--- src/rtl/dcache_pkg.sv ---
// Shared types for the L1 data cache controller.
// Address split: tag [31:6], index [5:4], word offset [3:2].
package dcache_pkg;
  localparam int LINES     = 4;
  localparam int LINE_BITS = 128;
  localparam int ADDR_W    = 32;
  localparam int OFFSET_W  = 2;
  localparam int IDX_W     = 2;
  localparam int TAG_W     = 26;

  typedef enum logic [1:0] {
    IDLE,
    DRAIN,
    WB,
    FILL
  } state_e;

  typedef logic [ADDR_W-1:0]    word_t;
  typedef logic [LINE_BITS-1:0] line_t;
  typedef logic [TAG_W-1:0]     tag_t;
  typedef logic [IDX_W-1:0]     idx_t;
  typedef logic [OFFSET_W-1:0]  off_t;
endpackage

--- src/rtl/dcache_array.sv ---
// Tag/valid/dirty/data storage with combinational reads,
// a drain word-write port and a fill line-write port.
module dcache_array
  import dcache_pkg::*;
(
  input  logic  clk,
  input  logic  rst_n,
  input  idx_t  rd_idx,
  output logic  rd_valid,
  output logic  rd_dirty,
  output tag_t  rd_tag,
  output line_t rd_line,
  input  idx_t  chk_idx,
  output logic  chk_valid,
  output tag_t  chk_tag,
  input  logic  ww_en,
  input  idx_t  ww_idx,
  input  off_t  ww_off,
  input  word_t ww_data,
  input  logic  lw_en,
  input  idx_t  lw_idx,
  input  tag_t  lw_tag,
  input  line_t lw_line
);

  logic [LINES-1:0] valid_q, valid_d;
  logic [LINES-1:0] dirty_q, dirty_d;
  tag_t             tag_q  [LINES];
  line_t            data_q [LINES];

  assign rd_valid  = valid_q[rd_idx];
  assign rd_dirty  = dirty_q[rd_idx];
  assign rd_tag    = tag_q[rd_idx];
  assign rd_line   = data_q[rd_idx];
  assign chk_valid = valid_q[chk_idx];
  assign chk_tag   = tag_q[chk_idx];

  always_comb begin
    valid_d = valid_q;
    dirty_d = dirty_q;
    if (lw_en) begin
      valid_d[lw_idx] = 1'b1;
      dirty_d[lw_idx] = 1'b0;
    end else if (ww_en) begin
      dirty_d[ww_idx] = 1'b1;
    end
  end

  always_ff @(posedge clk or negedge rst_n) begin
    if (!rst_n) begin
      valid_q <= '0;
      dirty_q <= '0;
    end else begin
      valid_q <= valid_d;
      dirty_q <= dirty_d;
    end
  end

  // Contents are meaningless until valid is set, so no reset here.
  always_ff @(posedge clk) begin
    if (lw_en) begin
      tag_q[lw_idx]  <= lw_tag;
      data_q[lw_idx] <= lw_line;
    end else if (ww_en) begin
      data_q[ww_idx][{ww_off, 5'd0} +: 32] <= ww_data;
    end
  end

endmodule

--- src/rtl/dcache_ctrl.sv ---
// Direct-mapped write-back write-allocate L1 D-cache controller:
// M-stage lookups, store-buffer drains, memory writeback/fill.
module dcache_ctrl
  import dcache_pkg::*;
(
  input  logic         clk,
  input  logic         reset,
  input  logic         is_load,
  input  logic         is_store,
  input  logic [31:0]  address,
  input  logic         hit_storeBuffer,
  output logic         cache_hit,
  output logic [31:0]  data_read,
  output logic         stall,
  output logic         cache_ready_to_catch,
  input  logic         sending_data_to_cache,
  input  logic [63:0]  data_to_cache,
  output logic         mem_req,
  output logic         mem_we,
  output logic [31:0]  mem_addr,
  output logic [127:0] mem_wdata,
  input  logic         mem_ready,
  input  logic [127:0] mem_rdata
);

  state_e state_q, state_d;
  logic   dwell_q, dwell_d;
  word_t  miss_q, miss_d;

  tag_t  req_tag;
  idx_t  req_idx;
  off_t  req_off;
  idx_t  rd_idx;
  logic  rd_valid, rd_dirty;
  tag_t  rd_tag;
  line_t rd_line;
  word_t rd_word;
  word_t sb_addr, sb_data;
  logic  chk_valid;
  tag_t  chk_tag;
  logic  drain_ok, fwd, miss;
  logic  lw_en, stall_c, ready_c;
  logic  unused_bits;

  assign req_tag = address[31:6];
  assign req_idx = address[5:4];
  assign req_off = address[3:2];
  assign sb_addr = data_to_cache[63:32];
  assign sb_data = data_to_cache[31:0];
  assign unused_bits = ^{address[1:0], sb_addr[1:0]};

  // Outside IDLE the array is steered to the line being replaced.
  assign rd_idx  = (state_q == IDLE) ? req_idx : miss_q[5:4];
  assign rd_word = rd_line[{req_off, 5'd0} +: 32];

  assign cache_hit = rd_valid && (rd_tag == req_tag);

  assign drain_ok = sending_data_to_cache
                 && (state_q == IDLE || state_q == DRAIN)
                 && chk_valid
                 && (chk_tag == sb_addr[31:6]);

  assign fwd = drain_ok && (sb_addr[31:2] == address[31:2]);

  assign miss = (state_q == IDLE) && !cache_hit
             && ((is_load && !hit_storeBuffer) || is_store);

  assign data_read = (reset && state_q == IDLE && is_load && cache_hit)
                   ? (fwd ? sb_data : rd_word) : '0;

  assign stall                = reset && stall_c;
  assign cache_ready_to_catch = reset && ready_c;

  dcache_array u_array (
    .clk       (clk),
    .rst_n     (reset),
    .rd_idx    (rd_idx),
    .rd_valid  (rd_valid),
    .rd_dirty  (rd_dirty),
    .rd_tag    (rd_tag),
    .rd_line   (rd_line),
    .chk_idx   (sb_addr[5:4]),
    .chk_valid (chk_valid),
    .chk_tag   (chk_tag),
    .ww_en     (drain_ok),
    .ww_idx    (sb_addr[5:4]),
    .ww_off    (sb_addr[3:2]),
    .ww_data   (sb_data),
    .lw_en     (lw_en),
    .lw_idx    (miss_q[5:4]),
    .lw_tag    (miss_q[31:6]),
    .lw_line   (mem_rdata)
  );

  always_comb begin
    state_d   = state_q;
    dwell_d   = dwell_q;
    miss_d    = miss_q;
    stall_c   = 1'b0;
    ready_c   = 1'b0;
    mem_req   = 1'b0;
    mem_we    = 1'b0;
    mem_addr  = '0;
    mem_wdata = '0;
    lw_en     = 1'b0;
    unique case (state_q)
      IDLE: begin
        ready_c = !is_load && !is_store;
        if (miss) begin
          stall_c = 1'b1;
          state_d = DRAIN;
          dwell_d = 1'b0;
          miss_d  = {address[31:4], 4'b0};
        end
      end
      DRAIN: begin
        ready_c = 1'b1;
        stall_c = 1'b1;
        dwell_d = 1'b1;
        // Empty store buffer only after the minimum dwell.
        if (dwell_q && !sending_data_to_cache) begin
          state_d = (rd_valid && rd_dirty) ? WB : FILL;
        end
      end
      WB: begin
        stall_c   = 1'b1;
        mem_req   = 1'b1;
        mem_we    = 1'b1;
        mem_addr  = {rd_tag, miss_q[5:4], 4'b0};
        mem_wdata = rd_line;
        if (mem_ready) state_d = FILL;
      end
      FILL: begin
        stall_c  = 1'b1;
        mem_req  = 1'b1;
        mem_addr = miss_q;
        if (mem_ready) begin
          lw_en   = 1'b1;
          state_d = IDLE;
        end
      end
      default: state_d = IDLE;
    endcase
  end

  always_ff @(posedge clk or negedge reset) begin
    if (!reset) begin
      state_q <= IDLE;
      dwell_q <= 1'b0;
      miss_q  <= '0;
    end else begin
      state_q <= state_d;
      dwell_q <= dwell_d;
      miss_q  <= miss_d;
    end
  end

endmodule

--- config.mk ---
export PLATFORM = sky130hd
export DESIGN_NAME = dcache_ctrl
export DESIGN_NICKNAME = d
export VERILOG_FILES = /design/src/rtl/dcache_pkg.sv /design/src/rtl/dcache_array.sv /design/src/rtl/dcache_ctrl.sv
export SDC_FILE = /design/constraint.sdc
export NUM_CORES = 1
export LEC_CHECK = 0
export ABC_AREA = 1
export BUFFER_PORTS_ARGS = -buffer_cell sky130_fd_sc_hd__buf_2
export CORE_MARGIN = 1
export CORE_UTILIZATION = 35
export CTS_CLUSTER_DIAMETER = 80
export CTS_CLUSTER_SIZE = 30
export DETAILED_ROUTE_END_ITERATION = 10
export MAX_ROUTING_LAYER = met4
export SYNTH_ARGS = -nofsm -noshare
export SYNTH_HDL_FRONTEND = slang
export SYNTH_SLANG_ARGS = --single-unit
--- constraint.sdc ---
create_clock -name clk -period 5.75 [get_ports clk]
set_clock_uncertainty 0.2 [all_clocks]
set_input_delay 0.8625 -clock clk [delete_from_list [all_inputs] [get_ports clk]]
set_output_delay 0.8625 -clock clk [all_outputs]
set_load 0.01 [all_outputs]
# After elaboration in Yosys (flattened, before gate mapping)
# Memories as Yosys holds them, arrays and structs flattened.
# Cells that the tools add are included.
[op_classes] muxes=40 n_addsub=1 n_reduce_logical=34 n_eq_ne=10 n_bitwise=4 shift=3 magnitude_cmp=5
[ops] cell="128-bit 2-to-1 mux" n=4
[ops] cell="128-bit OR reduction" n=1
[ops] cell="32-bit by 9-bit variable shift with 128-bit output, first input constant" n=1
[ops] cell="128-bit by 8-bit variable part select with 32-bit output" n=1
[ops] cell="32-bit by 9-bit variable part select with 128-bit output" n=1
[ops] cell="32-bit 2-to-1 mux" n=2
[ops] cell="32-bit case mux with 2 select lines" n=1
[ops] cell="26-bit equality test" n=2
[ops] cell="30-bit equality test" n=1
[ops] cell="1-bit logical AND" n=18
[ops] cell="1-bit 2-to-1 mux" n=16
[ops] cell="2-bit 2-to-1 mux" n=6
[ops] cell="2-bit by 3-bit < comparator with 1-bit output, second input constant" n=3
[ops] cell="7-bit negator with 9-bit output" n=1
[ops] cell="4-bit 2-to-1 mux" n=2
[ops] cell="4-bit bitwise OR" n=2
[ops] cell="2-bit case mux with 4 select lines" n=1
[ops] cell="1-bit binary-select mux with 2-bit select" n=3
[ops] cell="2-bit inequality test, second input constant" n=3
[ops] cell="1-bit case mux with 2 select lines" n=3
[ops] cell="1-bit zero test" n=5
[ops] cell="4-bit bitwise AND" n=1
[ops] cell="1-bit demux with 2-bit select" n=2
[ops] cell="2-bit equality test, second input constant" n=2
[ops] cell="other kinds (11)" n=15
[word_totals] ram_bits=616 mem_count=2 out_inout_bits=197 register_bits=39 elab_cells=104
[mem_list] memory="u_array.data_q" words=4 word_bits=128 read_ports=1 rd_clocked_by_memory_dff=0 wr=1 line_no="dcache_array.sv:29" rtl="line_t data_q [LINES];"
[mem_list] memory="u_array.tag_q" words=4 word_bits=26 read_ports=2 rd_clocked_by_memory_dff=0 wr=1 line_no="dcache_array.sv:28" rtl="tag_t tag_q [LINES];"

# Logic depth before layout (Yosys ltp)
# Gate-level depths: netlist of the first run.
[depth] ltp_word=11 mapped_depth=22 ltp_nobuf=20

# Cells and area by module
# From an unflattened synthesis of the first run, not the netlist that was laid out.
[unflattened] cells_unflattened=3355 hier_area_um2=31906.9
[by_module_without_submodules] module="dcache_array" seq_area_each_um2=18697.9 area_each_um2=26416.6 n_inst=1 cells_per_inst=2255
[by_module_without_submodules] module="dcache_ctrl" seq_area_each_um2=775.7 area_each_um2=5490.3 n_inst=1 cells_per_inst=1100

# Worst setup path before layout of the first run
# No wires, ideal clock.
[synth_timing] path_type="input-to-reg" startpoint="input port data_to_cache[37]" endpoint="memory u_array.data_q[0][0] (netlist name) (enable)" setup_ns=0.421 stages=16 arrival_time_ns=3.788 setup_slack_ns=1.341 required_ns=5.129 n_path_buf=1 cell_sequence="inv_1 buf_1 nand2_1 nand2_1 nand2_1 nand2_1 nand3_1 nor2_1 nand3_1 nor2_4 o211ai_2 nand2_4 nand2_1 nand2_1 nand2_1 nor2_1"
[synth_between] elab_chain_len=9 word_cells_on_any_way=12
[synth_lines] element="from (decl)" line_no="dcache_ctrl.sv:17" rtl="input logic [63:0] data_to_cache,"
[synth_lines] element="parallel branches: the longest is 9 deep, another holds memory read 4 x 26 bit"
[synth_lines] element="to (decl)" line_no="dcache_array.sv:29"
# Several ways; the timed one is not identified. The select of a mux whose other input is x is not followed.

# Worst setup path in the final report of the first run
[layout_timing] startpoint="register state_q[0]" endpoint="output port data_read[9]"
[layout_between] elab_chain_len=8 word_cells_on_any_way=20
[layout_lines] element="from (decl)" line_no="dcache_ctrl.sv:26" rtl="state_e state_q, state_d;"
[layout_lines] element="from (signal assigned)" line_no="dcache_ctrl.sv:152" rtl="state_q <= state_d;"
[layout_lines] element="parallel branches: the longest is 7 deep, another holds memory read 4 x 128 bit"
[layout_lines] element="32-bit 2-to-1 mux (*)" line_no="dcache_ctrl.sv:69" rtl="? (fwd ? sb_data : rd_word) : '0;"
[layout_lines] element="to (decl)" line_no="dcache_ctrl.sv:13" rtl="output logic [31:0] data_read,"
# Every way passes the cells marked *. The select of a mux whose other input is x is not followed.

==> impl_metrics.env, run 1 <==
export IMPL_drv_slew=0
export IMPL_die_w_microns=305.3
export IMPL_status="complete, no violations"
export IMPL_cts_clk_slew_worst_paths_ns=0.09
export IMPL_area_delta_synth_final_pct=14.28
export IMPL_fin_crit_ns=5.545
export IMPL_rows=110
export IMPL_die_y_microns=305.3
export IMPL_cts_buffer_depth=3
export IMPL_dp_hpwl_microns=83380
export IMPL_hold_slack_ns=0.1735
export IMPL_maxCapViolations=0
export IMPL_rrSetupSlack_ns=1.62
export IMPL_yosys_warnings=0
export IMPL_avgSynthCellArea_sq_um=9.276
export IMPL_holdCritPathClass="input port to async pin"
export IMPL_fin_util=0.4064
export IMPL_clock_sinks=655
export IMPL_first_pass_iters=6
export IMPL_synth_edf_count=616
export IMPL_required_ns=4.69
export IMPL_synth_main_ff_cell="edfxtp_1"
export IMPL_synth_top_area_share=0.5744
export IMPL_overflow=0
export IMPL_place_gp_congestion=0.9318
export IMPL_path_class="register to output port"
export IMPL_via_per_inst=5.498
export IMPL_p_sw_w=0.008181
export IMPL_yosysTopAreaCell="edfxtp_1"
export IMPL_switching_share=0.4628
export IMPL_power_frac_comb=0.490
export IMPL_grt_total_usage=0.2605
export IMPL_clkLatencyLatePin_ns=0.61
export IMPL_leakage_nw=15.23
export IMPL_vias=27380
export IMPL_p_int_w=0.009497
export IMPL_fp_dieArea_sq_mm=0.09323
export IMPL_core_sq_mm=0.09056
export IMPL_netlist_area_sq_mm=0.03221
export IMPL_grt_pass1_wl_microns=171800
export IMPL_vdd_ir_drop_max_mv=0.4336
export IMPL_routedWlPerCell_microns=24.55
export IMPL_slew_headroom=0.3174
export IMPL_setup_viol=0
export IMPL_ys_async_sr_fraction=0.05954
export IMPL_r2r_end="miss_q[5]$_DFFE_PN0P_"
export IMPL_rsz0062_at_grt="no"
export IMPL_max_freq_mhz=180.4
export IMPL_cp_max_fo=30
export IMPL_cts_root_buf="clkbuf_16"
export IMPL_drt_iter0_drc=3262
export IMPL_pwr_share_seq=0.338
export IMPL_cts_tree="built"
export IMPL_synth_seq_area_share=0.6047
export IMPL_synthTopCellsByArea="edfxtp_1, nand2_1, nand3_1"
export IMPL_final_layout_size_suffix_gt1_frac=0.1548
export IMPL_endpoint_kind="output port"
export IMPL_hold_violations=0
export IMPL_reg2reg_from="state_q[0]$_DFFE_PN0P_"
export IMPL_cellPowerDensity_mw_per_mm2=480.3
export IMPL_pin_count=428
export IMPL_grt_max_degree=225
export IMPL_worstMarginPinSlew_ns=1.023
export IMPL_synth_seq_cells=655
export IMPL_drtAntennaViolNets=0
export IMPL_pwr_share_clk=0.172
export IMPL_syn_inst=3472
export IMPL_drcViolationCount=0
export IMPL_multi_input_area_sq_mm=0.01135
export IMPL_reg2regPathDepth=19
export IMPL_io_buffers=419
export IMPL_cp_arrival_ns=4.48
export IMPL_crit_path_start_kind="register"
export IMPL_num_nets_final=4013
export IMPL_antenna_found_initial=14
export IMPL_numCtsBuffers=36
export IMPL_yosysUniqueCellTypes=41
export IMPL_initial_utilization=0.3556
export IMPL_fillers=8990
export IMPL_tns_ns=0
export IMPL_grt_pass1_vias=24750
export IMPL_regArea_sq_mm=0.01947
export IMPL_finalCritPeriodShare=0.9643
export IMPL_drt_total_wl_microns=122300
export IMPL_h_tree_depth=2
## metal layers
layer	vias to the layer above	share of wire	global-route usage
met5	-	0	-
met4	0	0.046	0.1054
met3	203	0.098	0.03640
met2	1572	0.46	0.4021
met1	13180	0.39	0.3454
li1	12430	-	-
## synthesized netlist by cell type (31+ instances only)
master	count
a21oi_1	84
nand2_1	1259
o21ai_0	143
o31ai_1	31
o22a_1	31
inv_1	119
buf_2	54
o211ai_1	46
a32o_1	70
clkbuf_1	125
edfxtp_1	616
dfrtp_1	39
nor2_1	394
nand3_1	311
## flip-flops by register name, summed over array words and instances, names as in the netlist
name / cells
u_array.valid_q: 4
state_q: 2
miss_q: 28
u_array.data_q: 512
u_array.dirty_q: 4
u_array.tag_q: 104
dwell_q: 1
## stage by stage
stage,std cells,total power (W),instance area [sq um],setup slack (ns)
after floorplan,3475,0.01115,32220,1.341
after global placement,4910,0.01448,35470,0.6408
after detailed placement,4910,0.01454,35470,0.6336
after CTS,4973,0.01754,36720,0.02368
after global routing,4980,0.01853,36800,0.03156
final,4981,0.01768,36810,0.2054
## timing repair
| item | CTS | global route |
|---|---|---|
| gates resized for setup | 0 | 8 |
| hold buffers | 0 | 0 |
| setup endpoints to repair | 0 | 31 |
| setup buffers | 0 | 0 |
## layout make-up
type / instances / share of cell area
sequential: 655 / 0.5291
multi-input combinational: 2465 / 0.3083
timing repair buffer: 484 / 0.07445
tap: 1176 / 0.03998
clock buffer: 38 / 0.02468
inverter: 131 / 0.01370
clock inverter: 25 / 0.009281
antenna: 7 / 0.0004759
## critical path, cell delays in order, from the launching register on
cell	delay [ns]
dfrtp_1	0.44
inv_1	0.13
ha_2	0.30
inv_2	0.10
nand2_1	0.16
nand2_8	0.19
buf_4	0.27
a21oi_1	0.13
o21ai_0	0.10
o21ai_1	0.15
nand2_1	0.09
inv_1	0.06
nand2_1	0.04
nor2_1	0.14
nand3_1	0.19
or2_1	0.28
inv_2	0.06
nand2_2	0.23
buf_4	0.32
nor2_1	0.28
buf_2	0.19
## worst max-delay path by stage
stage | start | endpoint | slack [ns]
2_1_floorplan | data_to_cache[37] | u_array.data_q[0][0]$_DFFE_PP_ | 1.34
3_3_place_gp | address[4] | data_read[27] | 0.64
3_5_place_dp | address[4] | data_read[24] | 0.63
4_1_cts | state_q[0]$_DFFE_PN0P_ | data_read[25] | 0.02
5_1_grt | state_q[0]$_DFFE_PN0P_ | data_read[28] | 0.03
6_report | state_q[0]$_DFFE_PN0P_ | data_read[9] | 0.21
## power by group through the flow
stage	logic [W]	registers (W)	clock network [W]
3_5_place_dp	0.00846	0.00608	0
2_1_floorplan	0.00514	0.00602	0
6_report	0.00867	0.00598	0.00303
5_1_grt	0.00930	0.00602	0.00321
3_3_place_gp	0.00842	0.00606	0
4_1_cts	0.00850	0.00597	0.00307
## logic make-up (layout without fill, tap and decap cells)
logic type      Yosys count  count (layout)  synth area share
simple gates           1990            1990            0.2463
flops                   655             655            0.6047
fa+ha+maj                 9               9          0.003497
compound gates          439             439           0.09037
xor+xnor                 23              23          0.006255
buf+inv                 355             678           0.04876
other cells               1              11         0.0001164
## cell usage in the layout (no fill, tap or decap), drive strengths merged
| cell type | netlist | layout |
|---|---|---|
| nand4 | 5 | 5 |
| clkbuf | 126 | 39 |
| a22o | 2 | 2 |
| xor2 | 10 | 10 |
| and2 | 1 | 1 |
| nand3 | 311 | 311 |
| o211ai | 48 | 48 |
| diode | 0 | 7 |
| a21oi | 84 | 84 |
| conb | 1 | 4 |
| o31ai | 31 | 31 |
| o22a | 31 | 31 |
| or2 | 2 | 2 |
| o22ai | 1 | 1 |
| o21ai | 168 | 168 |
| buf | 98 | 483 |
| nand2 | 1261 | 1261 |
| clkinvlp | 0 | 2 |
| nor4 | 1 | 1 |
| nor3 | 7 | 7 |
| clkinv | 1 | 15 |
| nand3b | 7 | 7 |
| edfxtp | 616 | 616 |
| inv | 130 | 138 |
| xnor2 | 13 | 13 |
| dfrtp | 39 | 39 |
| ha | 9 | 9 |
| o41ai | 4 | 4 |
| a32o | 70 | 70 |
| bufinv | 0 | 1 |
| nor2 | 395 | 395 |
(Power assumes the default switching activity.)
==> inputs of run 2 (changes only) <==
--- a/config.mk
+++ b/config.mk
@@ -5,7 +5,6 @@
 export SDC_FILE = /design/constraint.sdc
 export NUM_CORES = 1
 export LEC_CHECK = 0
-export ABC_AREA = 1
 export BUFFER_PORTS_ARGS = -buffer_cell sky130_fd_sc_hd__buf_2
 export CORE_MARGIN = 1
 export CORE_UTILIZATION = 35
==> run 2 against run 1 <==
Against the previous run: final area grew 0.65%; register-to-register slack lost 0.46 ns; sequential cell count is the same; total power shrank 4.7%; routed wire length shrank 17%; synthesized cell count shrank 40%; first-iteration DRC count shrank 40%; final cell count shrank 25%; clock power is essentially flat; clock-buffer cell count grew 1; largest power group unchanged.
==> impl_metrics.env, run 2 <==
export IMPL_fp_dieArea_sq_mm=0.08918
export IMPL_die_y_microns=298.6
export IMPL_cts_clk_slew_worst_paths_ns=0.10
export IMPL_overflow=0
export IMPL_synth_seq_area_share=0.6323
export IMPL_tns_ns=0
export IMPL_top_regs="u_array.data_q: 512 flops, u_array.tag_q: 104 flops, miss_q: 28 flops"
export IMPL_cts_buffer_depth=3
export IMPL_final_cell_mix="edfxtp_1, buf_2, nand2_1"
export IMPL_finalCritPeriodShare=0.9777
export IMPL_grt_pass1_wl_microns=144300
export IMPL_clkLatencyLatePin_ns=0.60
export IMPL_rsz0062_at_grt="no"
export IMPL_synth_seq_cells=655
export IMPL_hold_violations=0
export IMPL_final_layout_size_suffix_gt1_frac=0.3595
export IMPL_slew_headroom=0.1871
export IMPL_synth_edf_count=616
export IMPL_endpoint_kind="output port"
export IMPL_area_delta_synth_final_pct=20.29
export IMPL_fillers=7962
export IMPL_routedWlPerCell_microns=27.15
export IMPL_cp_max_fo=8
export IMPL_syn_inst=2070
export IMPL_num_nets_final=2802
export IMPL_final_common_cell="edfxtp_1"
export IMPL_cellPowerDensity_mw_per_mm2=454.6
export IMPL_vdd_ir_drop_max_mv=0.4151
export IMPL_initial_utilization=0.3539
export IMPL_synth_most_common_cell="edfxtp_1"
export IMPL_slowest_delay_ns=0.45
export IMPL_synth_top_area_share=0.6007
export IMPL_holdCritPathClass="input port to async pin"
export IMPL_reg2reg_from="state_q[1]$_DFFE_PN0P_"
export IMPL_via_per_inst=5.472
export IMPL_yosysTopAreaCell="edfxtp_1"
export IMPL_largest_reg_flops=512
export IMPL_drt_total_wl_microns=101800
export IMPL_die_w_microns=298.6
export IMPL_netlist_area_sq_mm=0.03080
export IMPL_synth_main_ff_cell="edfxtp_1"
export IMPL_r2r_end="miss_q[29]$_DFFE_PN0P_"
export IMPL_synthTopCellsByArea="edfxtp_1, mux4_2, nand2_1"
export IMPL_place_gp_congestion=0.9069
export IMPL_worstMarginPinSlew_ns=1.214
export IMPL_crit_path_start_kind="register"
export IMPL_regMostFlops="u_array.data_q"
export IMPL_cts_root_buf="clkbuf_16"
export IMPL_grt_total_usage=0.2292
export IMPL_yosysUniqueCellTypes=67
export IMPL_dp_hpwl_microns=68990
export IMPL_crit_chain="inv_4 > ha_4 > mux2_8 > mux2_4 > a222oi_1 > buf_4 > o32ai_2 > nor4_2 > nor4b_4 > nand4_4 > inv_2 > nand4_4 > buf_12 > clkbuf_16 > nor2_2 > buf_4 > buf_6"
export IMPL_rows=108
export IMPL_ys_async_sr_fraction=0.05954
export IMPL_drv_slew=0
export IMPL_core_sq_mm=0.08702
export IMPL_clock_sinks=655
export IMPL_required_ns=4.69
export IMPL_yosys_warnings=0
export IMPL_total_power_w=0.01684
export IMPL_numCtsBuffers=36
export IMPL_drt_iter0_drc=1961
export IMPL_drcViolationCount=0
export IMPL_vias=20520
export IMPL_status="complete, no violations"
export IMPL_grt_pass1_vias=20720
export IMPL_antenna_found_initial=8
export IMPL_max_freq_mhz=177.9
export IMPL_reg2regPathDepth=14
export IMPL_first_pass_iters=6
export IMPL_grt_max_degree=97
export IMPL_fin_crit_ns=5.621
export IMPL_multi_input_area_sq_mm=0.01090
export IMPL_path_class="register to output port"
export IMPL_cp_arrival_ns=4.56
export IMPL_leakage_nw=13.42
export IMPL_io_buffers=419
export IMPL_setup_viol=0
export IMPL_pin_count=428
export IMPL_synthTopCellsByCount="edfxtp_1, nand2_1, mux4_2"
export IMPL_regArea_sq_mm=0.01948
export IMPL_rrSetupSlack_ns=1.16
export IMPL_worst_path_max_delay_cell="dfrtp_2"
export IMPL_avgSynthCellArea_sq_um=14.88
export IMPL_cts_tree="built"
export IMPL_h_tree_depth=2
export IMPL_drtAntennaViolNets=0
export IMPL_maxCapViolations=0
run 2: cell type report:
| cell class | instances | share of cell area |
|---|---|---|
| sequential | 655 | 0.5258 |
| multi-input combinational | 1248 | 0.2943 |
| timing repair buffer | 594 | 0.1029 |
| tap | 1155 | 0.03901 |
| clock buffer | 39 | 0.02520 |
| clock inverter | 24 | 0.009491 |
| inverter | 27 | 0.002803 |
| antenna | 8 | 0.0005404 |
run 2: power by group:
part / switching, W / total [W] / leakage [nW] / internal [W]
combinational: 0.00427 / 0.00752 / 6.77 / 0.00325
sequential: 0.000305 / 0.00626 / 6.03 / 0.00595
clock: 0.00175 / 0.00306 / 0.621 / 0.00131
run 2: cells by family (layout without fill, tap and decap cells):
kind of cell	count (synthesis)	after routing	synth area share
flip-flops	655	655	0.6323
AND/OR/NAND/NOR	614	614	0.09410
multiplexers	290	291	0.1743
AO/OA/AOI/OAI	265	265	0.05270
buffers and inverters	171	684	0.02430
XOR/XNOR	65	65	0.01849
adder cells (fa/ha/maj)	9	9	0.003657
other	1	12	0.0001218
run 2: what timing repair did:
item	CTS	global route
gates resized for setup	13	15
hold buffers	0	0
setup buffers	3	22
endpoints found under the setup margin	34	31
pin swaps	3	5
gates cloned	0	2
run 2: worst max path at each step:
stage                                 from                             end  slack, ns  cells after the start
floorplan                data_to_cache[36]  u_array.data_q[0][0]$_DFFE_PP_       0.53                     11
global placement    state_q[1]$_DFFE_PN0P_                   data_read[12]       0.20                     16
detailed placement  state_q[1]$_DFFE_PN0P_                   data_read[21]       0.08                     16
CTS                 state_q[0]$_DFFE_PN0P_                   data_read[21]       0.03                     16
global route        state_q[0]$_DFFE_PN0P_                   data_read[21]       0.01                     17
finish              state_q[1]$_DFFE_PN0P_                   data_read[30]       0.13                     17
run 2: metrics by stage:
step	cells	utilization	hold slack (ns)	setup WS [ns]	cell area, sq um
floorplan	2073	-	0.2446	0.5340	30810
global placement	3652	0.4064	0.2596	0.2049	35370
detailed placement	3652	0.4064	0.2794	0.08074	35370
CTS	3718	0.4222	0.2927	0.02809	36750
global route	3749	0.4257	0.3089	0.01067	37040
finish	3750	0.4257	0.2873	0.1285	37040
run 2: worst max-delay path, delay by kind of cell (launching register included):
kind | cells | cell delay [ns]
compound gates | 2 | 0.46
fa+ha+maj | 1 | 0.23
buf+inv | 7 | 0.96
flops | 1 | 0.45
mux | 2 | 0.77
simple gates | 5 | 1.07
run 2: layer usage:
layer | wire length, microns | share of wire | vias to the layer above | track usage
li1 | - | - | 8867 | -
met2 | 49620 | 0.49 | 989 | 0.3694
met1 | 42190 | 0.41 | 10540 | 0.3024
met4 | 2094 | 0.021 | 0 | 0.05433
met3 | 7904 | 0.078 | 128 | 0.03933
met5 | 0 | 0 | - | -
